File: src/rtl/aes_top_pack.sv
// Shared AES-top sizes and the types used by the Avalon-MM host bridge.
package aes_top_pack;

    localparam int ADDRESS_SIZE       = 8;
    localparam int REG_SIZE           = 32;
    localparam int DEFAULT_MM_TIMEOUT = 256;

    typedef enum logic [1:0] {
        IDLE      = 2'd0,
        ISSUE     = 2'd1,
        WAIT_DATA = 2'd2,
        RESP      = 2'd3
    } aes_mm_host_state_e;

    typedef struct packed {
        logic                    write;
        logic [ADDRESS_SIZE-1:0] address;
        logic [REG_SIZE-1:0]     writedata;
    } mm_cmd_t;

endpackage

File: src/rtl/aes_mm_timeout_ctr.sv
// Read-completion watchdog: counts enabled cycles after a clear and flags the
// last allowed cycle so the host can abandon a read from a dead slave.
module aes_mm_timeout_ctr
    import aes_top_pack::*;
#(
    parameter int TIMEOUT_CYCLES = DEFAULT_MM_TIMEOUT,
    localparam int TO_W = $clog2(TIMEOUT_CYCLES + 1)
) (
    input  logic clk,
    input  logic rst_n,
    input  logic clear,
    input  logic enable,
    output logic expire
);

    localparam logic [TO_W-1:0] LAST_COUNT = TO_W'(TIMEOUT_CYCLES - 1);

    logic [TO_W-1:0] count_reg;

    // Saturates on the last cycle; the host leaves WAIT_DATA there anyway.
    always_ff @(posedge clk or negedge rst_n) begin
        if (!rst_n) begin
            count_reg <= '0;
        end else if (clear) begin
            count_reg <= '0;
        end else if (enable && !expire) begin
            count_reg <= count_reg + TO_W'(1);
        end
    end

    assign expire = (count_reg == LAST_COUNT);

endmodule

File: src/rtl/aes_mm_host.sv
// Avalon-MM master bridging a command/response stream onto the AES register
// port; one transaction in flight, reads guarded by a completion timeout.
module aes_mm_host
    import aes_top_pack::*;
#(
    parameter int TIMEOUT_CYCLES = DEFAULT_MM_TIMEOUT
) (
    input  logic                    clk,
    input  logic                    rst_n,
    input  logic                    cmd_valid,
    output logic                    cmd_ready,
    input  logic                    cmd_write,
    input  logic [ADDRESS_SIZE-1:0] cmd_address,
    input  logic [REG_SIZE-1:0]     cmd_writedata,
    output logic                    rsp_valid,
    input  logic                    rsp_ready,
    output logic [REG_SIZE-1:0]     rsp_readdata,
    output logic                    rsp_timeout,
    output logic [ADDRESS_SIZE-1:0] mm_master_address,
    output logic                    mm_master_write,
    output logic [REG_SIZE-1:0]     mm_master_writedata,
    output logic                    mm_master_read,
    input  logic                    mm_master_readdatavalid,
    input  logic [REG_SIZE-1:0]     mm_master_readdata,
    input  logic                    mm_master_waitrequest,
    output logic                    busy,
    output logic                    stray_rdv
);

    aes_mm_host_state_e state_reg, state_next;

    mm_cmd_t             cmd_reg, cmd_next;
    logic                write_reg, write_next;
    logic                read_reg, read_next;
    logic                rsp_valid_reg, rsp_valid_next;
    logic [REG_SIZE-1:0] rsp_data_reg, rsp_data_next;
    logic                rsp_timeout_reg, rsp_timeout_next;
    logic                stray_reg, stray_next;

    logic to_clear;
    logic to_enable;
    logic to_expire;

    aes_mm_timeout_ctr #(
        .TIMEOUT_CYCLES(TIMEOUT_CYCLES)
    ) u_timeout (
        .clk   (clk),
        .rst_n (rst_n),
        .clear (to_clear),
        .enable(to_enable),
        .expire(to_expire)
    );

    always_ff @(posedge clk or negedge rst_n) begin
        if (!rst_n) begin
            state_reg       <= IDLE;
            cmd_reg         <= '0;
            write_reg       <= 1'b0;
            read_reg        <= 1'b0;
            rsp_valid_reg   <= 1'b0;
            rsp_data_reg    <= '0;
            rsp_timeout_reg <= 1'b0;
            stray_reg       <= 1'b0;
        end else begin
            state_reg       <= state_next;
            cmd_reg         <= cmd_next;
            write_reg       <= write_next;
            read_reg        <= read_next;
            rsp_valid_reg   <= rsp_valid_next;
            rsp_data_reg    <= rsp_data_next;
            rsp_timeout_reg <= rsp_timeout_next;
            stray_reg       <= stray_next;
        end
    end

    always_comb begin
        state_next = state_reg;
        case (state_reg)
            IDLE: begin
                if (cmd_valid) begin
                    state_next = ISSUE;
                end
            end
            ISSUE: begin
                if (!mm_master_waitrequest) begin
                    state_next = cmd_reg.write ? IDLE : WAIT_DATA;
                end
            end
            WAIT_DATA: begin
                if (mm_master_readdatavalid || to_expire) begin
                    state_next = RESP;
                end
            end
            RESP: begin
                if (rsp_ready) begin
                    state_next = IDLE;
                end
            end
            default: state_next = IDLE;
        endcase
    end

    always_comb begin
        cmd_next         = cmd_reg;
        write_next       = write_reg;
        read_next        = read_reg;
        rsp_valid_next   = rsp_valid_reg;
        rsp_data_next    = rsp_data_reg;
        rsp_timeout_next = rsp_timeout_reg;
        to_clear         = 1'b0;
        to_enable        = 1'b0;
        // Data arriving in any state but WAIT_DATA is discarded but remembered.
        stray_next       = stray_reg
                         | (mm_master_readdatavalid && (state_reg != WAIT_DATA));

        case (state_reg)
            IDLE: begin
                if (cmd_valid) begin
                    cmd_next.write     = cmd_write;
                    cmd_next.address   = cmd_address;
                    cmd_next.writedata = cmd_writedata;
                    write_next         = cmd_write;
                    read_next          = !cmd_write;
                end
            end
            ISSUE: begin
                if (!mm_master_waitrequest) begin
                    write_next = 1'b0;
                    read_next  = 1'b0;
                    to_clear   = !cmd_reg.write;
                end
            end
            WAIT_DATA: begin
                // Real data on the final window cycle beats the timeout.
                if (mm_master_readdatavalid) begin
                    rsp_valid_next   = 1'b1;
                    rsp_data_next    = mm_master_readdata;
                    rsp_timeout_next = 1'b0;
                end else if (to_expire) begin
                    rsp_valid_next   = 1'b1;
                    rsp_data_next    = '0;
                    rsp_timeout_next = 1'b1;
                end else begin
                    to_enable = 1'b1;
                end
            end
            RESP: begin
                if (rsp_ready) begin
                    rsp_valid_next = 1'b0;
                end
            end
            default: ;
        endcase

        cmd_ready = (state_reg == IDLE);
        busy      = (state_reg != IDLE);
    end

    assign mm_master_address   = cmd_reg.address;
    assign mm_master_writedata = cmd_reg.writedata;
    assign mm_master_write     = write_reg;
    assign mm_master_read      = read_reg;
    assign rsp_valid           = rsp_valid_reg;
    assign rsp_readdata        = rsp_data_reg;
    assign rsp_timeout         = rsp_timeout_reg;
    assign stray_rdv           = stray_reg;

endmodule
File: config.mk
export PLATFORM = sky130hd
export DESIGN_NAME = aes_mm_host
export DESIGN_NICKNAME = d
export VERILOG_FILES = /design/src/rtl/aes_top_pack.sv /design/src/rtl/aes_mm_timeout_ctr.sv /design/src/rtl/aes_mm_host.sv
export SDC_FILE = /design/constraint.sdc
export NUM_CORES = 1
export LEC_CHECK = 0
export ABC_AREA = 1
export ABC_CLOCK_PERIOD_IN_PS = 1700
export BUFFER_PORTS_ARGS = -buffer_cell sky130_fd_sc_hd__buf_2
export CAP_MARGIN = 20
export CORE_UTILIZATION = 43
export DETAILED_ROUTE_END_ITERATION = 10
export PLACE_DENSITY = 0.76
export SLEW_MARGIN = 20
export SYNTH_ARGS = -nofsm -noshare
export SYNTH_HDL_FRONTEND = slang
export SYNTH_SLANG_ARGS = --single-unit
File: constraint.sdc
create_clock -name clk -period 1.7 [get_ports clk]
set_input_delay 0.085 -clock clk [delete_from_list [all_inputs] [get_ports clk]]
set_output_delay 0.085 -clock clk [all_outputs]
set_load 0.03 [all_outputs]
==> metrics.md, run 1 <==
| Metric | Value |
|---|---|
| Status | `complete, but fails checks` |
| Violated checks | `setup timing` |
| Nets | `694` |
| Static leakage | `3.10 nW` |
| Post-Place Worst Slack | `-63.6 ps` |
| Synthesized cell area | `0.00382 mm²` |
| Largest net degree at the start of global routing | `45` |
| Clock Sinks | `89` |
| Reg2Reg Depth | `11` |
| Final Setup Violations | `36` |
| Layout cells sized above 1 | `35.4%` |
| Buffers on Ports | `157` |
| Yosys reg bits | `89` |
| Non-filler cells, final | `727` |
| Setup CP Type | `reg -> reg` |
| Most used flip-flop cell after synthesis | `dfrtp_1` |
| Fmax | `560 MHz` |
| DRC errors left | `0` |
| Yosys top cell area share | `58.3%` |
| Final worst clock skew | `13.7 ps` |
| Die Y | `96.3 µm` |
| Total CTS buffers | `9` |
| Fillers | `659` |
| Syn nets | `480` |
| Grt peak-use layer | `met2` |
| Crit-path cells | `ha_2, nand3_2, nor4_2, ha_2, buf_4, inv_2, nand2_2, nor2_4, nor2_2, nand3_2, and2_4` |
| CP Launch Type | `flop` |
| Yosys top cell by area | `dfrtp_1` |
| Die area | `0.00926 mm²` |
| Vias in the first global route | `3306` |
| Final hold slack | `47.8 ps` |
| Cell row count | `34` |
| Tcrit/Tclk final | `105%` |
| Clock-pin slew on the worst setup and hold paths | `100 ps` |
| Critical Path AT | `2050 ps` |
| Drt wl/cell | `14.3 µm` |
| Die Span X | `96.3 µm` |
| Detailed Route WL | `10400 µm` |
| Number of antenna violations at the first check in global routing | `1` |
| First-pass GRT wire length | `14900 µm` |
| Setup ws final | `-86.4 ps` |
| CP Capture Type | `flop` |
| First-pass DRT Iterations | `4` |
| Critical Path Stages | `11` |
| Number of synthesized flops with an enable pin | `0` |
| Syn_area_per_cell | `9.57 µm²` |
| Total number of yosys warnings | `0` |
| Core Area | `0.00868 mm²` |
| RSZ-0062 raised after global routing | `true` |
| DR vias/cell | `4.74` |
| Initial detailed-routing violation count | `126` |
| Register area share after synthesis | `58.3%` |
| H-tree levels | `3` |
| Hold path cells | `4` |
| Pins over their slew limit | `0` |
| Placed cells | `628` |
| GRT Util Overall | `21.6%` |
| Top post-synthesis cells by area | `dfrtp_1 (58%), nand2_1 (15%), buf_4 (9.2%)` |
| Worst path buffer plus inverter count | `2` |
| Final Hold Fails | `0` |
| Initial Util | `44.0%` |
| Critical path fanouts, max | `4` |
| Routability cong. | `0.813` |
| Pwr Density | `1750 mW/mm²` |
| Grt ovf | `0` |
| Met2 usage | `38.1%` |
| DRT antenna net count | `0` |
| Worst-Skew Late Latency | `360 ps` |
| Io pins | `158` |
| Register area | `0.00223 mm²` |
| Worst Hold Class | `in -> reg` |
| Area grow syn2layout | `47.0%` |
| Layout Utilization | `64.7%` |
| CP max stage cell | `dfrtp_1` |
| Max rail drop VDD | `0.000901 V` |
| Tmin final | `1790 ps` |
| CP max stage delay | `360 ps` |
| Slew margin rel. | `69.3%` |
| CTS tree | `done` |
| Via count | `3447` |
| Delay-heaviest family, CP | `simple AND/OR/NAND/NOR gates` |
| Cell count after synthesis | `399` |
| Overall power | `9.85 mW` |
| Area taken by multi-input logic gates | `0.00116 mm²` |
| Cell variety after synth | `23` |
| GR Util met1 | `24.8%` |
| Max-cap violations | `0` |
| Clk buf depth | `2` |
| CTS root buf | `clkbuf_8` |
| GR met3 Demand/Resource | `3.87%` |
| Worst path required time | `1960 ps` |
| Hpwl dp | `5850 µm` |
| Slew of the pin with the lowest slew margin | `460 ps` |
| Ys async rst share | `100%` |
worst reg2reg max path: cells and delay by family, from the launching register on:
family	cells	cell delay [ps]
adders and majority gates	2	440
buffers and inverters	2	140
DFF	1	360
and+or+nand+nor	7	740
routing by layer:
metal / vias up / routed length (µm)
li1: 1669 / -
met2: 117 / 5460
met5: - / 0
met4: 0 / 265
met1: 1638 / 4210
met3: 23 / 482
layout make-up:
cell class | count | share of cell area (%)
antenna | 1 | 0.0446
clock inverter | 7 | 1.56
clock buffer | 9 | 2.21
inverter | 21 | 1.45
timing repair buffer | 257 | 32.0
tap | 108 | 2.41
multi-input combinational | 235 | 20.7
sequential | 89 | 39.7
synthesized netlist by cell type (all sizes together) (2+ instances only):
cell / number
nand2: 157
dfrtp: 89
buf: 54
a22o: 32
inv: 21
nor2: 19
nand3: 9
o21ai: 4
a21oi: 2
ha: 2
nand4: 2
o22ai: 2
kinds of logic after synthesis:
kind of cell,after synthesis,synth area share [%]
DFF,89,58.3
adders and majority gates,2,0.655
and+or+nand+nor,191,20.0
buffers and inverters,75,12.2
AOI/OAI and AO/OA,42,8.81
placed cells by master (no fill, tap or decap), types with 2 or more instances in the layout:
| cell | instances |
|---|---|
| inv_1 | 15 |
| nand2_2 | 3 |
| buf_4 | 21 |
| a22o_1 | 32 |
| inv_2 | 5 |
| inv_6 | 3 |
| nand2_1 | 154 |
| dlygate4sd3_1 | 74 |
| nor2_4 | 2 |
| dfrtp_1 | 89 |
| o22ai_1 | 2 |
| a21oi_1 | 2 |
| o21ai_0 | 3 |
| nand3_1 | 7 |
| nand3_2 | 2 |
| nand4_1 | 2 |
| nor2_2 | 3 |
| clkbuf_8 | 9 |
| nor2_1 | 14 |
| ha_2 | 2 |
| clkinvlp_4 | 2 |
| buf_2 | 156 |
| buf_12 | 4 |
through the flow:
step	instance area [µm²]	TNS, ps
2_1_floorplan	3840	-34.9
3_3_place_gp	4560	0
3_5_place_dp	4560	-1550
4_1_cts	5570	-697
5_1_grt	5620	-4130
6_report	5620	-2070
power by group:
group          internal [mW]  total (mW)  switching [mW]
Combinational           1.61        4.82            3.22
Clock                  0.707        1.52           0.814
Sequential              3.01        3.50           0.491
path summary, 6_finish.rpt:
kind                                        start  slack (ps)                      end
setup / recovery           u_timeout.count_reg[0]         -90             state_reg[0]
hold / removal                          rsp_ready          50                rsp_valid
setup reg to reg           u_timeout.count_reg[0]         -90             state_reg[0]
hold reg to reg              mm_master_address[2]         480     mm_master_address[2]
max in group asynchronous                   rst_n         870   u_timeout.count_reg[7]
min in group asynchronous                   rst_n         220  mm_master_writedata[13]
timing repair:
| item | 4_1_cts | 5_1_grt |
|---|---|---|
| setup buffers | 4 | 3 |
| resized for setup | 4 | 7 |
| pin swaps | 2 | 3 |
| hold buffers | 74 | 0 |
| gates cloned | 1 | 0 |
| endpoints found under the setup margin | 35 | 43 |
| endpoints found under the hold margin | 108 | 0 |
No activity file was read; power rests on OpenSTA's default activity.
==> inputs of run 2 (changes only) <==
--- a/config.mk
+++ b/config.mk
@@ -9,9 +9,10 @@
 export ABC_CLOCK_PERIOD_IN_PS = 1700
 export BUFFER_PORTS_ARGS = -buffer_cell sky130_fd_sc_hd__buf_2
 export CAP_MARGIN = 20
-export CORE_UTILIZATION = 43
+export CORE_UTILIZATION = 45
+export CTS_BUF_LIST = sky130_fd_sc_hd__clkbuf_8
 export DETAILED_ROUTE_END_ITERATION = 10
-export PLACE_DENSITY = 0.76
+export PLACE_DENSITY = 0.79
 export SLEW_MARGIN = 20
 export SYNTH_ARGS = -nofsm -noshare
 export SYNTH_HDL_FRONTEND = slang
==> run 2 against run 1 <==
- the flow still finishes with violations (setup timing)
- clock power is 3% lower
- combinational power is 1% lower
- critical path depth is 2 lower
- critical endpoint is now rsp_readdata[3]
- highest routed layer unchanged
==> metrics.md, run 2 (synthesis results as in run 1) <==
| Metric | Value |
|---|---|
| Hpwl dp | `5840 µm` |
| Clk buf depth | `2` |
| Drt wl/cell | `13.6 µm` |
| Area grow syn2layout | `46.6%` |
| Routability cong. | `0.853` |
| Tcrit/Tclk final | `103%` |
| First-pass DRT Iterations | `4` |
| GR Util met1 | `26.2%` |
| Crit path from | `u_timeout.count_reg[0]` |
| Initial detailed-routing violation count | `99` |
| CP Launch Type | `flop` |
| GRT Util Overall | `21.5%` |
| Fmax | `570 MHz` |
| Critical Path Stages | `9` |
| Worst path required time | `1940 ps` |
| Worst Hold Class | `in -> reg` |
| Die Y | `94.1 µm` |
| CTS root buf | `clkbuf_8` |
| Setup ws final | `-55.1 ps` |
| Die Span X | `94.1 µm` |
| Antenna fix cells | `0` |
| Reg2reg setup slack | `-60 ps` |
| Max-cap violations | `0` |
| Nets | `691` |
| Reg2Reg Depth | `9` |
| Grt peak-use layer | `met2` |
| Most frequent cells in the layout | `buf_2 (156), nand2_1 (153), dfrtp_1 (89)` |
| CP max stage delay | `380 ps` |
| Detailed Route WL | `9800 µm` |
| DRC errors left | `0` |
| Clock-pin slew on the worst setup and hold paths | `90 ps` |
| Number of antenna violations at the first check in global routing | `0` |
| CP endpoint | `rsp_readdata[3]` |
| Largest net degree at the start of global routing | `60` |
| Final worst clock skew | `16.7 ps` |
| Layout cells sized above 1 | `35.0%` |
| Total CTS buffers | `9` |
| Pins over their slew limit | `0` |
| RSZ-0062 raised after global routing | `true` |
| GR met3 Demand/Resource | `5.66%` |
| Tmin final | `1760 ps` |
| Violated checks | `setup timing` |
| Via count | `3424` |
| CTS tree | `done` |
| Max rail drop VDD | `0.000986 V` |
| DR vias/cell | `4.76` |
| Slew of the pin with the lowest slew margin | `403 ps` |
| Pwr Density | `1740 mW/mm²` |
| Buffers on Ports | `157` |
| RR Startpoint | `u_timeout.count_reg[0]` |
| Worst-Skew Late Latency | `350 ps` |
| Die area | `0.00886 mm²` |
| Core Area | `0.00822 mm²` |
| Vias in the first global route | `3218` |
| CP Capture Type | `flop` |
| Commonest non-fill, non-tap cell in the layout | `buf_2` |
| Critical path fanouts, max | `8` |
| Final Setup Violations | `32` |
| Worst path buffer plus inverter count | `2` |
| Overall power | `9.74 mW` |
| Crit-path cells | `ha_2, nand3_2, nor4_2, ha_2, nor2_2, nor2_4, inv_4, clkbuf_16, a22o_1` |
| DRT antenna net count | `0` |
| Met2 usage | `36.3%` |
| Status | `complete, but fails checks` |
| H-tree levels | `3` |
| Cell mode on critical path | `ha_2` |
| First-pass GRT wire length | `14700 µm` |
| Static leakage | `3.09 nW` |
| Critical Path AT | `2000 ps` |
| Final Hold Fails | `0` |
| Grt ovf | `0` |
| Setup CP Type | `reg -> reg` |
| Delay-heaviest family, CP | `adder cells` |
| Initial Util | `46.5%` |
| Clock Sinks | `89` |
| Slew margin rel. | `73.2%` |
| CP max stage cell | `dfrtp_1` |
| Layout Utilization | `68.2%` |
| Critical R2R Capture | `rsp_readdata[3]` |
| Setup TNS | `-993 ps` |
| Cell row count | `33` |
| Io pins | `158` |
-- run 2: cell count changes in the layout (fill, tap and decap cells not counted), moves of 2 or more --
| cell | change |
|---|---|
| buf_4 | -5 |
| clkbuf_16 | +2 |
| clkinv_4 | +2 |
| inv_1 | +2 |
| inv_6 | -2 |
-- run 2: worst min-delay path: cells and delay by family --
kind | cells | cell delay, ps
buf+inv | 2 | 100
compound gates | 1 | 90
simple gates | 1 | 80
-- run 2: worst min path at each step --
stage | slack [ps] | cells past startpoint | from | end
2_1_floorplan | -210 | 0 | rst_n | async pin
3_3_place_gp | 30 | 1 | rst_n | rsp_valid
3_5_place_dp | 40 | 1 | rst_n | rsp_valid
4_1_cts | 20 | 4 | rsp_ready | rsp_valid
5_1_grt | 70 | 3 | mm_master_readdatavalid | stray_rdv
6_report | 50 | 4 | rsp_ready | rsp_valid
-- run 2: power breakdown --
| group | total, mW | switching, mW | internal (mW) |
|---|---|---|---|
| combinational | 4.75 | 3.15 | 1.60 |
| clock | 1.47 | 0.772 | 0.695 |
| sequential | 3.53 | 0.517 | 3.01 |
| total | 9.74 | 4.44 | 5.30 |
-- run 2: cell type report --
cell class	instances	area [µm²]
fill	603	2620
sequential	89	2230
timing repair buffer	254	1790
multi-input combinational	235	1160
tap	105	131
clock buffer	9	124
inverter	21	81.3
clock inverter	7	78.8
-- run 2: layer usage --
metal / routed length, µm / share of wire, %
met1: 4060 / 41
met2: 4940 / 50
met3: 556 / 5.7
met4: 238 / 2.4
met5: 0 / 0
-- run 2: metrics by stage --
stage / setup slack, ps / cell area [µm²] / hold WS (ps) / instances
global placement: 21.5 / 4530 / 34.2 / 622
finish: -55.1 / 5600 / 53.8 / 720
global route: -125 / 5600 / 68.5 / 720
floorplan: -1.16 / 3840 / -211 / 399
CTS: 8.37 / 5500 / 18.7 / 715
detailed placement: -33.7 / 4530 / 40.9 / 622
-- run 2: timing repair --
item | 4_1_cts | 5_1_grt
hold endpoints to repair | 105 | 0
cloned | 0 | 3
hold buffers | 74 | 0
pin swaps | 2 | 5
resized for setup | 2 | 7
buffers inserted | 3 | 2
endpoints found under the setup margin | 36 | 41
==> inputs of run 3 (changes only) <==
--- a/config.mk
+++ b/config.mk
@@ -5,7 +5,6 @@
 export SDC_FILE = /design/constraint.sdc
 export NUM_CORES = 1
 export LEC_CHECK = 0
-export ABC_AREA = 1
 export ABC_CLOCK_PERIOD_IN_PS = 1700
 export BUFFER_PORTS_ARGS = -buffer_cell sky130_fd_sc_hd__buf_2
 export CAP_MARGIN = 20
==> run 3 against run 2 <==
- largest cell class unchanged
- worst setup slack lost 360 ps
- routed wire length shrank 0.80%
- highest routed layer unchanged
- synthesized area shrank 1.9%
- critical endpoint is now u_timeout.count_reg[2]
- hold slack gained 38 ps
- sequential power grew 3%
- the run still ends with setup timing left
- clock power shrank 6%
==> metrics.md, run 3 <==
| Metric | Value |
|---|---|
| Tmin final | `2120 ps` |
| Cell variety after synth | `34` |
| Pwr Density | `1770 mW/mm²` |
| Violated checks | `setup timing` |
| Layout cells sized above 1 | `53.7%` |
| Worst path required time | `1980 ps` |
| Max-cap violations | `0` |
| Area grow syn2layout | `51.8%` |
| Max rail drop VDD | `0.000967 V` |
| Register area share after synthesis | `59.4%` |
| Syn nets | `363` |
| Tcrit/Tclk final | `125%` |
| First-pass DRT Iterations | `4` |
| RSZ-0062 raised after global routing | `true` |
| RR Startpoint | `u_timeout.count_reg[0]` |
| Number of antenna violations at the first check in global routing | `0` |
| Initial detailed-routing violation count | `117` |
| Cell row count | `32` |
| Via count | `3034` |
| Grt ovf | `0` |
| Hold path startpoint | `cmd_valid` |
| Nets | `588` |
| Status | `complete, but fails checks` |
| Most frequent cell after synthesis | `dfrtp_1` |
| Worst Hold Class | `in -> reg` |
| Worst-Skew Late Latency | `350 ps` |
| Static leakage | `2.75 nW` |
| Setup ws final | `-419 ps` |
| Die Y | `93.3 µm` |
| Total CTS buffers | `9` |
| Antenna fix cells | `0` |
| DRC errors left | `0` |
| Io pins | `158` |
| CP Launch Type | `flop` |
| Layout Utilization | `72.1%` |
| Commonest non-fill, non-tap cell in the layout | `buf_2` |
| Top post-synthesis cells by area | `dfrtp_1 (59%), mux2_2 (12%), buf_4 (8.2%)` |
| Slew of the pin with the lowest slew margin | `494 ps` |
| Total number of yosys warnings | `0` |
| Fillers | `525` |
| DR vias/cell | `4.94` |
| Clock Sinks | `89` |
| Die area | `0.00870 mm²` |
| Critical Path AT | `2400 ps` |
| Crit path from | `u_timeout.count_reg[0]` |
| Slew margin rel. | `67.1%` |
| Post-Place Worst Slack | `-472 ps` |
| Number of synthesized flops with an enable pin | `0` |
| CTS root buf | `clkbuf_8` |
| Reg2reg setup slack | `-420 ps` |
| Reg2Reg Depth | `8` |
| Placed cells | `508` |
| H-tree levels | `3` |
| Die Span X | `93.3 µm` |
| Synth cell count leaders | `dfrtp_1 (89), buf_4 (41), mux2_2 (41), a22o_1 (32), a21oi_1 (9)` |
| Most used flip-flop cell after synthesis | `dfrtp_1` |
| Critical R2R Capture | `u_timeout.count_reg[2]` |
| Non-filler cells, final | `614` |
| DRT antenna net count | `0` |
| Buffers on Ports | `157` |
| Yosys top cell by area | `dfrtp_1` |
| Initial Util | `47.5%` |
| Pins over their slew limit | `0` |
| First-pass GRT wire length | `15200 µm` |
| Drt wl/cell | `15.8 µm` |
| Final Hold Fails | `0` |
| Cell count after synthesis | `282` |
| Hpwl dp | `5490 µm` |
| Setup CP Type | `reg -> reg` |
| Routability cong. | `0.725` |
| Setup TNS | `-10610 ps` |
| GRT Util Overall | `22.9%` |
| Final worst clock skew | `10.6 ps` |
| Clk buf depth | `2` |
| CP Capture Type | `flop` |
| Largest net degree at the start of global routing | `45` |
| Ys async rst share | `100%` |
| Critical path fanouts, max | `5` |
| CP endpoint | `u_timeout.count_reg[2]` |
| Yosys top cell area share | `59.4%` |
| Syn_area_per_cell | `13.3 µm²` |
| Final Setup Violations | `44` |
| CTS tree | `done` |
| Yosys reg bits | `89` |
| Fmax | `472 MHz` |
| Core Area | `0.00789 mm²` |
| Synthesized cell area | `0.00375 mm²` |
| Most frequent cells in the layout | `buf_2 (156), dfrtp_1 (89), dlygate4sd3_1 (75)` |
| Vias in the first global route | `3303` |
| Clock-pin slew on the worst setup and hold paths | `90 ps` |
| Detailed Route WL | `9720 µm` |
## run 3: cell count changes after synthesis, sizes merged, moves of 3 or more
| cell | change |
|---|---|
| or4 | +3 |
| buf | -7 |
| o31ai | +3 |
| inv | -13 |
| a21oi | +7 |
| nand3 | -7 |
| or3 | +3 |
| nand2 | -149 |
| mux2 | +41 |
| clkbuf | +6 |
| nor2 | -14 |
## run 3: layout make-up
type	count	area, µm²	area share, %
clock buffer	9	124	2.18
clock inverter	7	65.1	1.14
inverter	8	30.0	0.528
multi-input combinational	133	1240	21.8
sequential	89	2230	39.1
tap	102	128	2.24
timing repair buffer	266	1870	32.9
## run 3: cells by family (layout without fill, tap and decap cells)
family	Yosys count	after routing	share of synthesized area, %
fa+ha+maj	2	2	0.668
buf+inv	61	290	10.8
mux	41	41	12.3
flops	89	89	59.4
compound gates	58	58	11.9
simple gates	30	31	4.74
xor+xnor	1	1	0.234
## run 3: worst min path at each step
stage / cells past startpoint / to / slack (ps)
6_report: 3 / mm_master_write / 90
5_1_grt: 3 / mm_master_write / 100
4_1_cts: 3 / mm_master_write / 70
3_5_place_dp: 1 / mm_master_writedata[7] / 80
3_3_place_gp: 1 / mm_master_writedata[7] / 80
2_1_floorplan: 0 / async pin / -210
## run 3: critical path, cell delays in order (launching register included)
cell	delay (ps)
dfrtp_1	400
ha_2	210
nand3_2	70
nor2_2	50
ha_4	170
or4b_4	560
buf_6	140
or3_4	330
a21oi_2	120
## run 3: where the power goes
group / switching (mW) / internal, mW / leakage (nW)
Combinational: 3.11 / 1.96 / 1.57
Sequential: 0.547 / 3.07 / 1.09
Clock: 0.806 / 0.570 / 0.0947
## run 3: what timing repair did
action                     4_1_cts  5_1_grt
setup buffers                   14        0
cloned                           1        0
resized for setup               12       14
pin swaps                       12        4
setup endpoints to repair        9       46
hold endpoints to repair       110        0
hold buffers                    75        0
## run 3: stage by stage
step                power (mW)  instance area [µm²]  hold slack (ps)
finish                    10.1                 5690             92.1
CTS                       10.0                 5630             71.9
detailed placement        8.41                 4520             83.1
global placement          8.27                 4520             80.6
global route              10.6                 5690              104
floorplan                 7.62                 3780             -211
## run 3: routing by layer
layer  global-route usage [%]  share of wire [%]  vias to the layer above
li1                         -                  -                     1426
met3                     5.53                5.9                       17
met4                     7.82                1.8                        0
met5                        0                  0                        -
met1                     26.6                 40                     1456
met2                     41.2                 52                      135
